File: config.mk
export PLATFORM = sky130hd
export DESIGN_NAME = uart_parity_unit
export DESIGN_NICKNAME = d
export VERILOG_FILES = /design/src/rtl/uart_parity_unit.sv
export SDC_FILE = /design/constraint.sdc
export NUM_CORES = 1
export LEC_CHECK = 0
export BUFFER_PORTS_ARGS = -buffer_cell sky130_fd_sc_hd__buf_4
export CAP_MARGIN = 20
export CORE_MARGIN = 5
export CORE_UTILIZATION = 58
export CTS_BUF_LIST = sky130_fd_sc_hd__clkbuf_4 sky130_fd_sc_hd__clkbuf_8
export DETAILED_ROUTE_END_ITERATION = 8
export HOLD_SLACK_MARGIN = 0.05
export PLACE_DENSITY = 0.85
export SLEW_MARGIN = 20
export SYNTH_ARGS = -nofsm -noshare
export SYNTH_HDL_FRONTEND = slang
export SYNTH_SLANG_ARGS = --single-unit
File: constraint.sdc
create_clock -name CLK -period 4.5 [get_ports CLK]
set_input_delay 0.9 -clock CLK [delete_from_list [all_inputs] [get_ports CLK]]
set_output_delay 0.9 -clock CLK [all_outputs]
set_load 0.01 [all_outputs]
File: src/rtl/uart_parity_unit.sv
// UART parity engine: TX parity generation for captured words and RX bit-serial
// parity accumulation with mismatch flagging and a saturating error counter.
module uart_parity_unit #(
   parameter int DATA_WIDTH = 8,
   parameter int LEN_W      = $clog2(DATA_WIDTH + 1),
   parameter int ERR_CNT_W  = 8
) (
   input  logic                  CLK,
   input  logic                  RST,
   input  logic [DATA_WIDTH-1:0] P_DATA,
   input  logic                  Data_Valid,
   input  logic                  Busy,
   input  logic                  PAR_EN,
   input  logic [1:0]            PAR_MODE,
   input  logic [LEN_W-1:0]      DATA_LEN,
   output logic                  tx_par_bit,
   output logic                  tx_par_valid,
   input  logic                  rx_frame_start,
   input  logic                  rx_bit_strobe,
   input  logic                  rx_bit,
   input  logic                  rx_clr_cnt,
   output logic                  rx_par_err,
   output logic                  rx_frame_done,
   output logic [ERR_CNT_W-1:0]  rx_err_cnt
);

   localparam logic [LEN_W-1:0]     MIN_LEN = LEN_W'(5);
   localparam logic [LEN_W-1:0]     MAX_LEN = LEN_W'(DATA_WIDTH);
   localparam logic [ERR_CNT_W-1:0] CNT_MAX = {ERR_CNT_W{1'b1}};

   typedef enum logic [1:0] {
      S_IDLE,
      S_DATA,
      S_PAR
   } rx_state_t;

   // Mode 00 even, 01 odd, 10 mark, 11 space; xor_in is the XOR of the used bits.
   function automatic logic f_parity(input logic xor_in, input logic [1:0] mode);
      case (mode)
         2'b00:   return xor_in;
         2'b01:   return ~xor_in;
         2'b10:   return 1'b1;
         default: return 1'b0;
      endcase
   endfunction

   logic [LEN_W-1:0]      w_len;
   logic [DATA_WIDTH-1:0] w_mask;
   logic                  w_tx_xor;
   logic [LEN_W-1:0]      w_cnt_inc;

   logic                  r_tx_par_bit;
   logic                  r_tx_par_valid;

   rx_state_t             r_state;
   logic                  r_acc;
   logic [LEN_W-1:0]      r_cnt;
   logic                  r_par_en;
   logic [1:0]            r_mode;
   logic [LEN_W-1:0]      r_len;
   logic                  r_par_err;
   logic                  r_frame_done;
   logic [ERR_CNT_W-1:0]  r_err_cnt;

   always_comb begin
      if (DATA_LEN < MIN_LEN)
         w_len = MIN_LEN;
      else if (DATA_LEN > MAX_LEN)
         w_len = MAX_LEN;
      else
         w_len = DATA_LEN;
   end

   always_comb begin
      for (int i = 0; i < DATA_WIDTH; i++)
         w_mask[i] = (i < int'(w_len));
      w_tx_xor = ^(P_DATA & w_mask);
   end

   assign w_cnt_inc = r_cnt + LEN_W'(1);

   always_ff @(posedge CLK) begin
      if (RST) begin
         r_tx_par_bit   <= 1'b0;
         r_tx_par_valid <= 1'b0;
      end else if (Data_Valid && !Busy) begin
         r_tx_par_bit   <= PAR_EN ? f_parity(w_tx_xor, PAR_MODE) : 1'b0;
         r_tx_par_valid <= 1'b1;
      end
   end

   // A frame start restarts the FSM from any state; the error-counter clear overrides
   // any increment made in the same cycle.
   always_ff @(posedge CLK) begin
      if (RST) begin
         r_state      <= S_IDLE;
         r_acc        <= 1'b0;
         r_cnt        <= '0;
         r_par_en     <= 1'b0;
         r_mode       <= 2'b00;
         r_len        <= MIN_LEN;
         r_par_err    <= 1'b0;
         r_frame_done <= 1'b0;
         r_err_cnt    <= '0;
      end else begin
         r_par_err    <= 1'b0;
         r_frame_done <= 1'b0;
         if (rx_frame_start) begin
            r_state  <= S_DATA;
            r_acc    <= 1'b0;
            r_cnt    <= '0;
            r_par_en <= PAR_EN;
            r_mode   <= PAR_MODE;
            r_len    <= w_len;
         end else begin
            case (r_state)
               S_DATA: begin
                  if (rx_bit_strobe) begin
                     r_acc <= r_acc ^ rx_bit;
                     r_cnt <= w_cnt_inc;
                     if (w_cnt_inc == r_len) begin
                        if (r_par_en) begin
                           r_state <= S_PAR;
                        end else begin
                           r_frame_done <= 1'b1;
                           r_state      <= S_IDLE;
                        end
                     end
                  end
               end
               S_PAR: begin
                  if (rx_bit_strobe) begin
                     if (rx_bit != f_parity(r_acc, r_mode)) begin
                        r_par_err <= 1'b1;
                        if (r_err_cnt != CNT_MAX)
                           r_err_cnt <= r_err_cnt + ERR_CNT_W'(1);
                     end
                     r_frame_done <= 1'b1;
                     r_state      <= S_IDLE;
                  end
               end
               default: r_state <= S_IDLE;
            endcase
         end
         if (rx_clr_cnt)
            r_err_cnt <= '0;
      end
   end

   assign tx_par_bit    = r_tx_par_bit;
   assign tx_par_valid  = r_tx_par_valid;
   assign rx_par_err    = r_par_err;
   assign rx_frame_done = r_frame_done;
   assign rx_err_cnt    = r_err_cnt;

endmodule

[Word-level counts from Yosys, hierarchy flattened]
Cells that the tools add are included.
Storage, ports and cells
  bits in registers: 26
  output and inout port bits: 12
Operators by class
  add/subtract/negate cells: 2
  magnitude comparators: 10
  equality and inequality tests: 15
  mux-type cells: 21
  bitwise logic cells: 7
  reductions and logical operators: 12
Operator list (number)
  less-than comparator 3 x 4 -> 1 bit, first input constant: 4
  two-way mux 1 bit: 11
  inequality test 3 bit, second input constant: 3
  adder 8 x 1 -> 8 bit, second input constant: 1
  AND 8 bit: 1
  less-than comparator 1 x 4 -> 1 bit, first input constant: 2
  less-than comparator 2 x 4 -> 1 bit, first input constant: 2
  two-way mux 2 bit: 4
  two-way mux 4 bit: 2
  inequality test 8 bit, second input constant: 1
  XOR reduction 8 bit: 1
  == test 2 x 1 -> 1 bit, second input constant: 3
  == test 2 bit, second input constant: 3
  inequality test 2 bit, second input constant: 3
  one-hot mux 1 bit (3 select lines): 2
  AND reduction 3 bit: 2
  inverter 1 bit: 5
  AND reduction 5 bit: 1
  adder 4 x 1 -> 4 bit, second input constant: 1
  == test 4 bit: 1
  greater-than comparator 4 bit, second input constant: 1
  zero test 2 bit: 2
  less-than comparator 4 x 3 -> 1 bit, second input constant: 1
  one-hot mux 2 bit (2 select lines): 1
  8 further kinds: 9

[Depth between registers and ports, before layout]
Gate-level depths: netlist of the first run.
  depth in word-level cells: 9
  gate-level depth with buffers: 7

[Worst setup path after synthesis of the first run]
No wires, ideal clock.
  kind: input port to flip-flop
  start: in rx_frame_start
  end: reg r_err_cnt[4], in the netlist rx_err_cnt[4]
  arrival: 2030 ps
  setup slack: 2399 ps
  cell stages on the path: 6
  cells stage by stage: buf_2 inv_1 o311a_1 nand3_4 or3_1 a21oi_1
On the way
  cells in the longest elaborated chain, start to end: 2
Ends and longest elaborated chain
  from (decl): line 18  | input logic rx_frame_start,
  inverter 1 bit (no source line)
  AND reduction 5 bit (no source line)
  to (signal assigned): line 136  | r_err_cnt <= r_err_cnt + ERR_CNT_W'(1);
  to (decl): line 63  | logic [ERR_CNT_W-1:0] r_err_cnt;
Every way passes these cells.
A chain may end at the register's enable or synchronous reset.

[Worst setup path after layout of the first run]
  start: in rx_bit
  end: reg r_err_cnt[4], in the netlist rx_err_cnt[4]
On the way
  cells in the longest elaborated chain, start to end: 2
Ends and longest elaborated chain
  from (decl): line 20  | input logic rx_bit,
  inequality test 1 bit: line 133  | if (rx_bit != f_parity(r_acc, r_mode)) begin
  AND reduction 5 bit (no source line)
Every way passes these cells.

==> results.md, run 1 <==
* Core box area at 2170 um^2
* HPWL Detailed at 2280 um
* Cell count after synthesis at 150
* Outcome: finished, final reports clean
* H-tree depth at 1
* Hold Crit Class: reg2reg
* Worst-Skew Late Latency at 0.32 ns
* Post-Synth Adder-Cell Area at 3.86%
* CTS root buf: clkbuf_4
* Total power draw at 421 uW
* Xor/xnor share of the synthesized area at 15.5%
* Largest family of logic cells by synthesized area: simple AND/OR/NAND/NOR gates
* Final worst path period share at 44.9%
* Most frequent cell after synthesis: dfxtp_1
* Cts bufs inserted at 3
* Layout area overhead at 23.6%
* Layout fillers at 169
* Netlist Area Pre-Place at 1300 um^2
* Die area at 3280 um^2
* Mux share of post-synthesis cell area at 4.63%
* Critical path peak fanout at 9
* Synth top cells by count: 26 x dfxtp_1, 19 x nor2_1, 13 x xnor2_1
* Prevailing post-synth register cell: dfxtp_1
* Number of remaining DRC errors at 0
* # hold bufs at CTS at 0
* RSZ-0062 raised after global routing: no
* Power Density at 263 nW/um^2
* Post-CTS Setup Bufs at 0
* Clock transition at path regs at 0.13 ns
* Worst r2r src: r_cnt[0]
* Sw Ratio at 24.6%
* RR Endpoint: r_state[0]
* Number of global-route vias before repair at 1194
* Worst Max-Slew Pin Slew at 0.587 ns
* Global route overflow at 0
* Worst setup path end: rx_err_cnt[4]
* Post-synth EDFFs at 0
* CTS tree: done
* Synthesized area per cell at 8.65 um^2
* Ys Warns at 0
* Clock Skew at 0.00603 ns
* Final estimated routing congestion in global placement at 0.754
* Routed vias at 1176
* Max-Cap Viols at 0
* Vias per cell at 5.57
* Leak at 0.671 nW
* Compound-Gate Fraction of Synth Area at 9.06%
* # diodes at 0
* Comb power frac at 15.2%
* Worst Reg-to-Reg Cells at 7
* Initial antenna violation count at 0
* Syn Nets at 177
* Post-synth ARST share at 0%
* Max VDD drop at 0.204 mV
* Wirelength, routed at 2960 um
* Top post-synthesis cells by area: dfxtp_1 40%, xnor2_1 8.8%, xor2_1 6.8%
* First-pass GRT wire length at 5340 um
* Top achievable clock speed at 0.495 GHz
* Final setup TNS at 0 ns
* Largest net degree at the start of global routing at 15
* DR pass1 iterations at 5
* CP endpoint kind: flip-flop
* First DRT Iteration DRCs at 32
* PortBufs at 34
* Max-slew headroom at 60.5%
* Largest area contributor in the synthesized netlist: dfxtp_1
* Nets at 211
* # rows at 17
* Final hold vios at 0
* Num ports at 35
* Initial core utilization at 59.8%
* Die width at 57.3 um
* Post-route minimum period at 2.02 ns
* ANT nets after route at 0
* Synth Register Bits at 26
* Avg WL per Cell at 14.0 um
* # resized after CTS at 0
* Placed cell areas at 1570 um^2
* Sequential fraction of the synthesis area at 40.1%
* Layout cells sized above 1 at 22.4%
* CP Launch Point: rx_bit
* WP data arrival at 2.27 ns
* Reg2reg setup slack at 2.52 ns
* Share of the synthesized area in the top cell type at 40.1%
* Clock Power Share at 27.7%
* Seq pwr share at 57.0%
* Final setup fails at 0
* WP data required at 4.75 ns
* Crit path launch type: input port
* Clk buf depth at 2
* Critical path class: in2reg
* Fin area at 1600 um^2
* Yosys cell types at 30
* Simple-gate share of the synthesized area at 23.0%
* Power Internal at 318 uW
* Die Y at 57.3 um
* GRT Resource Usage Total at 20.1%
* CTS sink cnt at 26
* Final Max Slew Viols at 0
* Switching power at 103 uW
-- cell families (layout without fill, tap and decap cells) --
family,Yosys count,in the layout
AO/OA/AOI/OAI,20,20
adder cells (fa/ha/maj),4,4
multiplexers,6,6
AND/OR/NAND/NOR,58,58
buffers and inverters,13,46
flip-flops,26,26
XOR/XNOR,23,23
-- how the worst min path moves through the flow --
| stage | start | end | slack (ns) | cells after the start |
|---|---|---|---|---|
| 5_1_grt | tx_par_valid | tx_par_valid | 0.50 | 2 |
| 3_3_place_gp | tx_par_valid | tx_par_valid | 0.44 | 2 |
| 3_5_place_dp | tx_par_valid | tx_par_valid | 0.46 | 2 |
| 6_report | tx_par_valid | tx_par_valid | 0.47 | 2 |
| 2_1_floorplan | r_state[1] | r_state[1] | 0.45 | 2 |
| 4_1_cts | tx_par_valid | tx_par_valid | 0.48 | 2 |
-- power groups by stage --
stage               clock network [mW]  logic, mW  registers [mW]
floorplan                            0     0.0385           0.244
global placement                     0     0.0607           0.245
detailed placement                   0     0.0643           0.245
CTS                              0.119     0.0646           0.240
global route                     0.131     0.0713           0.241
finish                           0.117     0.0642           0.240
-- layout by cell type (no fill, tap or decap) --
cell      Yosys  layout
o22ai_1       1       1
mux2i_1       6       6
o21ai_0       4       4
inv_1         8       8
clkbuf_4      0       3
clkbuf_8      0       1
nand3_1       9       9
xnor2_1      13      13
a311o_1       1       1
nand2b_1      1       1
a31oi_1       1       1
xor2_1       10      10
nand3_4       1       1
o311a_1       1       1
o31ai_1       1       1
dfxtp_1      26      26
a21oi_1      10      10
nor3_1        4       4
nor4_1        1       1
o21a_1        1       1
or2_2         1       1
nor4b_1       1       1
buf_4         0      34
nand2_1      12      12
ha_1          4       4
nand4_1       3       3
nor2b_1       1       1
nor2_1       19      19
or3_1         4       4
nor4_4        1       1
-- sequential cells by signal, summed over array words and instances (netlist names) --
signal and flops:
rx_err_cnt 8, rx_par_err 1, r_cnt 4, r_len 4
r_mode 2, r_state 2, r_acc 1, rx_frame_done 1
tx_par_valid 1, tx_par_bit 1, r_par_en 1
-- final cells by class --
type	count	area (um^2)	area share (%)
multi-input combinational	111	727	45.3
clock buffer	4	36.3	2.26
timing repair buffer	34	255	15.9
tap	28	35.0	2.18
inverter	8	30.0	1.87
sequential	26	520	32.4
-- stage by stage --
step | util (%) | cells | hold WS (ns) | setup slack, ns
finish | 73.9 | 211 | 0.475 | 2.48
global route | 73.9 | 211 | 0.502 | 2.34
CTS | 73.9 | 211 | 0.480 | 2.48
detailed placement | 72.3 | 207 | 0.457 | 2.14
global placement | 72.3 | 207 | 0.441 | 2.25
floorplan | - | 150 | 0.449 | 2.40
-- worst max-delay path: stages --
cell and delay, ns:
buf_4 0.12, xor2_1 0.14, xnor2_1 0.36, nand3_4 0.20, or3_1 0.39, a21oi_1 0.16
-- per-layer routing --
metal | global-route usage (%) | vias up | share of wire (%)
met5 | 0 | - | 0
met4 | 5.96 | 0 | 0.58
met3 | 3.62 | 4 | 6.6
met2 | 35.6 | 44 | 51
met1 | 24.9 | 552 | 41
li1 | - | 576 | -
Power figures use the tool's default switching activity.
==> inputs of run 2 (changes only) <==
Settings changed: CORE_UTILIZATION 58 to 48, PLACE_DENSITY 0.85 to 0.75.
Clock period 4.5 ns to 1.8 ns, I/O delays scaled along.
==> run 2 against run 1 <==
Sequential power rose by 150%. Highest routed layer unchanged. Critical endpoint is now r_state[1]. Utilization is 8.2 points lower. Largest power group unchanged. Critical path type is now reg2reg. Combinational power rose to 2.6 times the previous value.
==> results.md, run 2 (synthesized netlist as in run 1, its figures left out) <==
* Initial antenna violation count at 0 (unchanged)
* First-pass GRT wire length at 4570 um (-14%)
* WP data arrival at 1.93 ns (-0.34 ns)
* Clock Power Share at 34.7% (+7.0 points)
* CTS root buf: clkbuf_4
* Max VDD drop at 0.499 mV (+140%)
* Number of global-route vias before repair at 1100 (-7.9%)
* Crit path launch type: flip-flop
* Die width at 62.0 um (+8.2%)
* CP Depth at 6 (unchanged)
* Outcome: finished, final reports clean
* Critical path, cell by cell: ha_1 -> xor2_1 -> nor4_2 -> buf_4 -> nand4_1 -> a21oi_1
* Final non-filler cell total at 216 (+2.4%)
* Nets at 214 (+1.4%)
* Clock transition at path regs at 0.13 ns (about the same)
* Num ports at 35 (unchanged)
* CP max stage delay at 0.37 ns (-0.02 ns)
* Cts bufs inserted at 3 (unchanged)
* Final setup TNS at 0 ns (unchanged)
* Max-Cap Viols at 0 (unchanged)
* DR pass1 iterations at 4 (-1)
* Clock Skew at 0.0170 ns (+0.0110 ns)
* Largest net degree at the start of global routing at 16 (+1)
* M1 WL at 1270 um (+3.9%)
* CP delay by family, top: simple AND/OR/NAND/NOR gates
* Final setup fails at 0 (unchanged)
* Most common cell after layout, fill and taps aside: buf_4
* Comb power frac at 14.3% (-0.9 points)
* Highest metal used: met4
* Worst path slowest cell: dfxtp_2
* GRT Resource Usage Total at 15.9% (-4.3 points)
* Power Density at 710 nW/um^2 (+170%)
* First DRT Iteration DRCs at 35 (+9.4%)
* Wirelength, routed at 2820 um (-4.6%)
* Vias per cell at 5.27 (-5.5%)
* RSZ-0062 raised after global routing: no
* Post-route minimum period at 1.66 ns
* Worst-Skew Late Latency at 0.34 ns (+0.02 ns)
* # diodes at 0 (unchanged)
* Core box area at 2520 um^2 (+16%)
* Layout cells sized above 1 at 26.3% (+3.9 points)
* Seq pwr share at 51.0% (-6.0 points)
* Critical path class: reg2reg
* Post-CTS Setup Bufs at 0 (unchanged)
* Layout fillers at 221 (+31%)
* Power Internal at 904 uW (+180%)
* Max reg flops at 8 (unchanged)
* Number of remaining DRC errors at 0 (unchanged)
* CTS sink cnt at 26 (unchanged)
* Leak at 0.693 nW (+3.2%)
* Met3 WL at 183 um (-6.2%)
* Routed wl met2 at 1340 um (-12%)
* Worst r2r src: r_cnt[0]
* ANT nets after route at 0 (unchanged)
* Global route overflow at 0 (unchanged)
* WP data required at 2.06 ns (-2.69 ns)
* H-tree depth at 1 (unchanged)
* CP endpoint kind: flip-flop
* Avg WL per Cell at 13.1 um (-6.8%)
* Clk buf depth at 2 (unchanged)
* HPWL Detailed at 2270 um (-0.43%)
* Sw Ratio at 23.2% (-1.4 points)
* Switching power at 273 uW (+160%)
* # rows at 18 (+1)
* Hold Crit Class: in2reg
* Top achievable clock speed at 0.601 GHz
* Routed vias at 1138 (-3.2%)
* CP Launch Point: r_cnt[0]
* Worst setup path end: r_state[1]
* Layout area overhead at 27.8%
* Final worst path period share at 92.5%
* Worst Max-Slew Pin Slew at 0.283 ns (-0.304 ns)
* Final Max Slew Viols at 0 (unchanged)
* PortBufs at 34 (unchanged)
* Bufs and invs on worst path at 1 (unchanged)
* CTS tree: done
* Max-slew headroom at 81.2% (+21 points)
* DP Cell Count at 212 (+2.4%)
* Final hold vios at 0 (unchanged)
* Reg2reg setup slack at 0.14 ns (-2.38 ns)
* Worst Reg-to-Reg Cells at 6 (-1)
* RR Endpoint: r_state[1]
* Initial core utilization at 51.4% (-8.4 points)
* Most frequent cells in the layout: 37 x buf_4, 23 x dfxtp_1, 19 x nor2_1
* Die area at 3840 um^2 (+17%)
* Critical path peak fanout at 4 (-5)
* Die Y at 62.0 um (+8.2%)
* Final estimated routing congestion in global placement at 0.798 (+6.0%)
[run 2: changes by cell type in the layout (fill, tap and decap cells not counted), sizes merged]
cell	delta
clkbuf	-1
buf	+3
bufinv	+1
[run 2: final cells by class]
cell class                      instances  area (um^2)  area share (%)
Inverter                                8         30.0            1.81
Clock inverter                          1         30.0            1.81
Multi-Input combinational cell        111          736            44.4
Clock buffer                            3         22.5            1.36
Sequential cell                        26          524            31.6
Timing Repair Buffer                   37          278            16.8
Tap cell                               30         37.5            2.26
[run 2: power by group through the flow]
stage / combinational [mW] / clock (mW) / sequential [mW]
3_3_place_gp: 0.161 / 0 / 0.612
2_1_floorplan: 0.0962 / 0 / 0.611
4_1_cts: 0.169 / 0.416 / 0.600
5_1_grt: 0.186 / 0.434 / 0.602
3_5_place_dp: 0.169 / 0 / 0.613
6_report: 0.169 / 0.408 / 0.600
[run 2: worst min path at each step]
| stage | to | startpoint | slack [ns] | depth (start not counted) |
|---|---|---|---|---|
| 2_1_floorplan | r_state[1] | r_state[1] | 0.45 | 2 |
| 3_3_place_gp | tx_par_valid | tx_par_valid | 0.44 | 2 |
| 3_5_place_dp | tx_par_valid | tx_par_valid | 0.46 | 2 |
| 4_1_cts | r_len[0] | DATA_LEN[3] | 0.24 | 2 |
| 5_1_grt | r_len[0] | DATA_LEN[3] | 0.25 | 2 |
| 6_report | r_len[0] | DATA_LEN[3] | 0.25 | 2 |
[run 2: metal layers]
| layer | track usage, % | up-vias |
|---|---|---|
| li1 | - | 584 |
| met1 | 20.9 | 512 |
| met3 | 3.51 | 4 |
| met4 | 5.45 | 0 |
| met2 | 25.6 | 38 |
| met5 | 0 | - |
[run 2: metrics by stage]
step | util [%] | worst slack, ns | cell area [um^2] | power, mW | hold slack (ns)
after floorplan | - | 0.159 | 1300 | 0.707 | 0.449
after global placement | 63.1 | 0.163 | 1590 | 0.773 | 0.440
after detailed placement | 63.1 | 0.0854 | 1590 | 0.781 | 0.460
after CTS | 65.2 | 0.0503 | 1650 | 1.18 | 0.239
after global routing | 65.7 | 0.0431 | 1660 | 1.22 | 0.249
final | 65.7 | 0.135 | 1660 | 1.18 | 0.247
[run 2: what timing repair did]
item / 4_1_cts / 5_1_grt
gates resized for setup: 0 / 5
setup endpoints to repair: 0 / 4
hold buffers: 0 / 0
==> inputs of run 3 (changes only) <==
Settings changed: ABC_AREA from default to 1, CORE_UTILIZATION 48 to 50, PLACE_DENSITY 0.75 to 0.87.
==> run 3 against run 2 <==
Global-route usage down 0.27 points. Via count up 27%. Sequential share of layout area down 2.8 points. Sequential cell count unchanged. Highest routed layer unchanged.
==> results.md, run 3 <==
* Final estimated routing congestion in global placement at 0.990 (+24%)
* DR pass1 iterations at 4 (unchanged)
* Reg area at 520 um^2 (-0.72%)
* Synthesized area per cell at 6.83 um^2 (-21%)
* Clock transition at path regs at 0.14 ns (about the same)
* First-pass GRT wire length at 5350 um (+17%)
* Power Internal at 901 uW (-0.36%)
* Power Density at 656 nW/um^2 (-7.6%)
* WP data required at 2.05 ns (about the same)
* Netlist Area Pre-Place at 1450 um^2 (+12%)
* Post-route minimum period at 1.54 ns (-0.129 ns)
* Leak at 0.892 nW (+29%)
* Ys Warns at 0 (unchanged)
* Largest area contributor in the synthesized netlist: dfxtp_1
* Worst Max-Slew Pin Slew at 0.336 ns (+0.0533 ns)
* WP data arrival at 1.79 ns (-0.14 ns)
* Final hold vios at 0 (unchanged)
* CP max stage delay at 0.39 ns (+0.02 ns)
* RSZ-0062 raised after global routing: no
* CTS tree: done
* Final setup TNS at 0 ns (unchanged)
* Multi-input gate area at 800 um^2 (+8.7%)
* Worst path most repeated cell: nand2_1
* CTS sink cnt at 26 (unchanged)
* Cell count after synthesis at 213 (+42%)
* Number of remaining DRC errors at 0 (unchanged)
* Top achievable clock speed at 0.651 GHz (+8.4%)
* Final worst path period share at 85.3% (-7.1 points)
* Worst-Skew Late Latency at 0.31 ns (-0.03 ns)
* Vias per cell at 5.12 (-2.9%)
* ANT nets after route at 0 (unchanged)
* Critical path peak fanout at 4 (unchanged)
* HPWL Detailed at 2530 um (+12%)
* Clock Power Share at 33.4% (-1.3 points)
* Setup ws final at 0.264 ns (+0.129 ns)
* Busiest metal layer after global routing: met2
* Layout fillers at 250 (+13%)
* Num ports at 35 (unchanged)
* Layout area overhead at 24.4%
* # diodes at 0 (unchanged)
* Sw Ratio at 24.1% (+0.89 points)
* Pre-CTS setup slack at 0.300 ns (+0.215 ns)
* Fin util at 65.0% (-0.72 points)
* # rows at 19 (+1)
* Critical path, cell by cell: ha_1 -> xnor2_1 -> xor2_1 -> nor2_1 -> nand2_1 -> nand2_1 -> nand2_1 -> nand2_1 -> a21oi_1
* Hold Crit Class: in2reg
* Number of global-route vias before repair at 1325 (+20%)
* Grt met1 use at 19.4% (-1.5 points)
* CTS root buf: clkbuf_4
* Max-Cap Viols at 0 (unchanged)
* Synth Register Bits at 26 (unchanged)
* Max reg flops at 8 (unchanged)
* # resized after CTS at 0 (unchanged)
* CP endpoint kind: flip-flop
* Max VDD drop at 0.505 mV (+1.2%)
* Wirelength, routed at 3210 um (+14%)
* Most common cell after layout, fill and taps aside: nand2_1
* Core box area at 2780 um^2 (+10%)
* Final setup fails at 0 (unchanged)
* First DRT Iteration DRCs at 56 (+60%)
* Crit path launch type: flip-flop
* Initial core utilization at 52.3% (+0.83 points)
* # hold bufs at CTS at 0 (unchanged)
* Cts bufs inserted at 3 (unchanged)
* Met3 Track Usage GR at 2.45% (-1.1 points)
* DP Cell Count at 279 (+32%)
* Final Max Slew Viols at 0 (unchanged)
* Prevailing post-synth register cell: dfxtp_1
* Nets at 280 (+31%)
* M2 GR Usage at 27.9% (+2.3 points)
* Switching power at 286 uW (+4.7%)
* Worst path slowest cell: dfxtp_1
* Clock Skew at 0.00107 ns (-0.0159 ns)
* Initial antenna violation count at 0 (unchanged)
* Layout cells sized above 1 at 21.0% (-5.3 points)
* Final non-filler cell total at 283 (+31%)
* Post-synth ARST share at 0% (unchanged)
* Most frequent cell after synthesis: nand2_1
* Synth top cells by count: 63 x nand2_1, 30 x inv_1, 26 x dfxtp_1
* Yosys cell types at 27 (-10%)
* Post-CTS Setup Bufs at 0 (unchanged)
* Share of the synthesized area in the top cell type at 35.8% (-4.3 points)
* Die Y at 63.9 um (+3.1%)
* Largest net degree at the start of global routing at 16 (unchanged)
* Top post-synthesis cells by area: dfxtp_1 36%, nand2_1 16%, inv_1 7.7%
* H-tree depth at 1 (unchanged)
* Die area at 4090 um^2 (+6.3%)
* Syn Nets at 240 (+36%)
* Critical path class: reg2reg
* Clk buf depth at 2 (unchanged)
* Post-synth EDFFs at 0 (unchanged)
* Die width at 63.9 um (+3.1%)
* GRT Resource Usage Total at 15.6% (-0.27 points)
* Comb power frac at 15.9% (+1.6 points)
* Most frequent cells in the layout: 63 x nand2_1, 35 x buf_4, 30 x inv_1
* Outcome: finished, final reports clean
* Avg WL per Cell at 11.3 um (-13%)
* Global route overflow at 0 (unchanged)
* Sequential fraction of the synthesis area at 35.8% (-4.3 points)
* PortBufs at 34 (unchanged)
* Max-slew headroom at 77.5% (-3.7 points)
* Seq pwr share at 50.7% (-0.3 points)
* Routed vias at 1448 (+27%)
[run 3: cell count changes after synthesis, moves of 4 or more]
cell | before | now
nand2_1 | 12 | 63
xor2_1 | 10 | 6
nand3_1 | 9 | 13
xnor2_1 | 13 | 3
or3_1 | 4 | 0
mux2i_1 | 6 | 0
inv_1 | 8 | 30
inv_2 | 0 | 4
[run 3: cell type report]
cell class	instances	share of cell area, %
clock inverter	1	1.66
sequential	26	28.8
clock buffer	3	1.25
tap	31	2.15
timing repair buffer	35	14.5
multi-input combinational	152	44.2
inverter	35	7.40
[run 3: logic make-up after synthesis]
| kind of cell | share of synthesized area (%) |
|---|---|
| compound gates | 12.5 |
| xor+xnor | 7.66 |
| fa+ha+maj | 3.44 |
| buf+inv | 9.21 |
| flops | 35.8 |
| simple gates | 31.4 |
[run 3: final timing paths]
path                              startpoint            to  cells after the start  slack, ns
worst max-delay path                r_cnt[0]    r_state[1]                      9       0.26
worst min-delay path                     RST  tx_par_valid                      2       0.25
worst min register to register  tx_par_valid  tx_par_valid                      2       0.48
worst max register to register      r_cnt[0]    r_state[1]                      9       0.26
[run 3: worst max-delay path: cells and delay by family (launching register included)]
family	cells	cell delay (ns)
flops	1	0.39
compound gates	1	0.13
xor+xnor	2	0.42
simple gates	5	0.32
fa+ha+maj	1	0.22
[run 3: power by group through the flow]
stage / Sequential [mW] / Clock (mW) / Combinational (mW)
2_1_floorplan: 0.612 / 0 / 0.113
3_3_place_gp: 0.612 / 0 / 0.182
3_5_place_dp: 0.613 / 0 / 0.188
4_1_cts: 0.601 / 0.401 / 0.190
5_1_grt: 0.603 / 0.421 / 0.213
6_report: 0.601 / 0.396 / 0.189
[run 3: layer usage]
metal	vias up	part of all wire, %
li1	757	-
met1	636	42
met2	53	49
met3	2	8.3
met4	0	0.84
met5	-	0
[run 3: per-stage QoR]
stage | cell area, um^2 | hold WS [ns] | total power, mW
2_1_floorplan | 1450 | 0.429 | 0.725
3_3_place_gp | 1760 | 0.444 | 0.794
3_5_place_dp | 1760 | 0.449 | 0.801
4_1_cts | 1810 | 0.245 | 1.19
5_1_grt | 1810 | 0.254 | 1.24
6_report | 1810 | 0.249 | 1.19
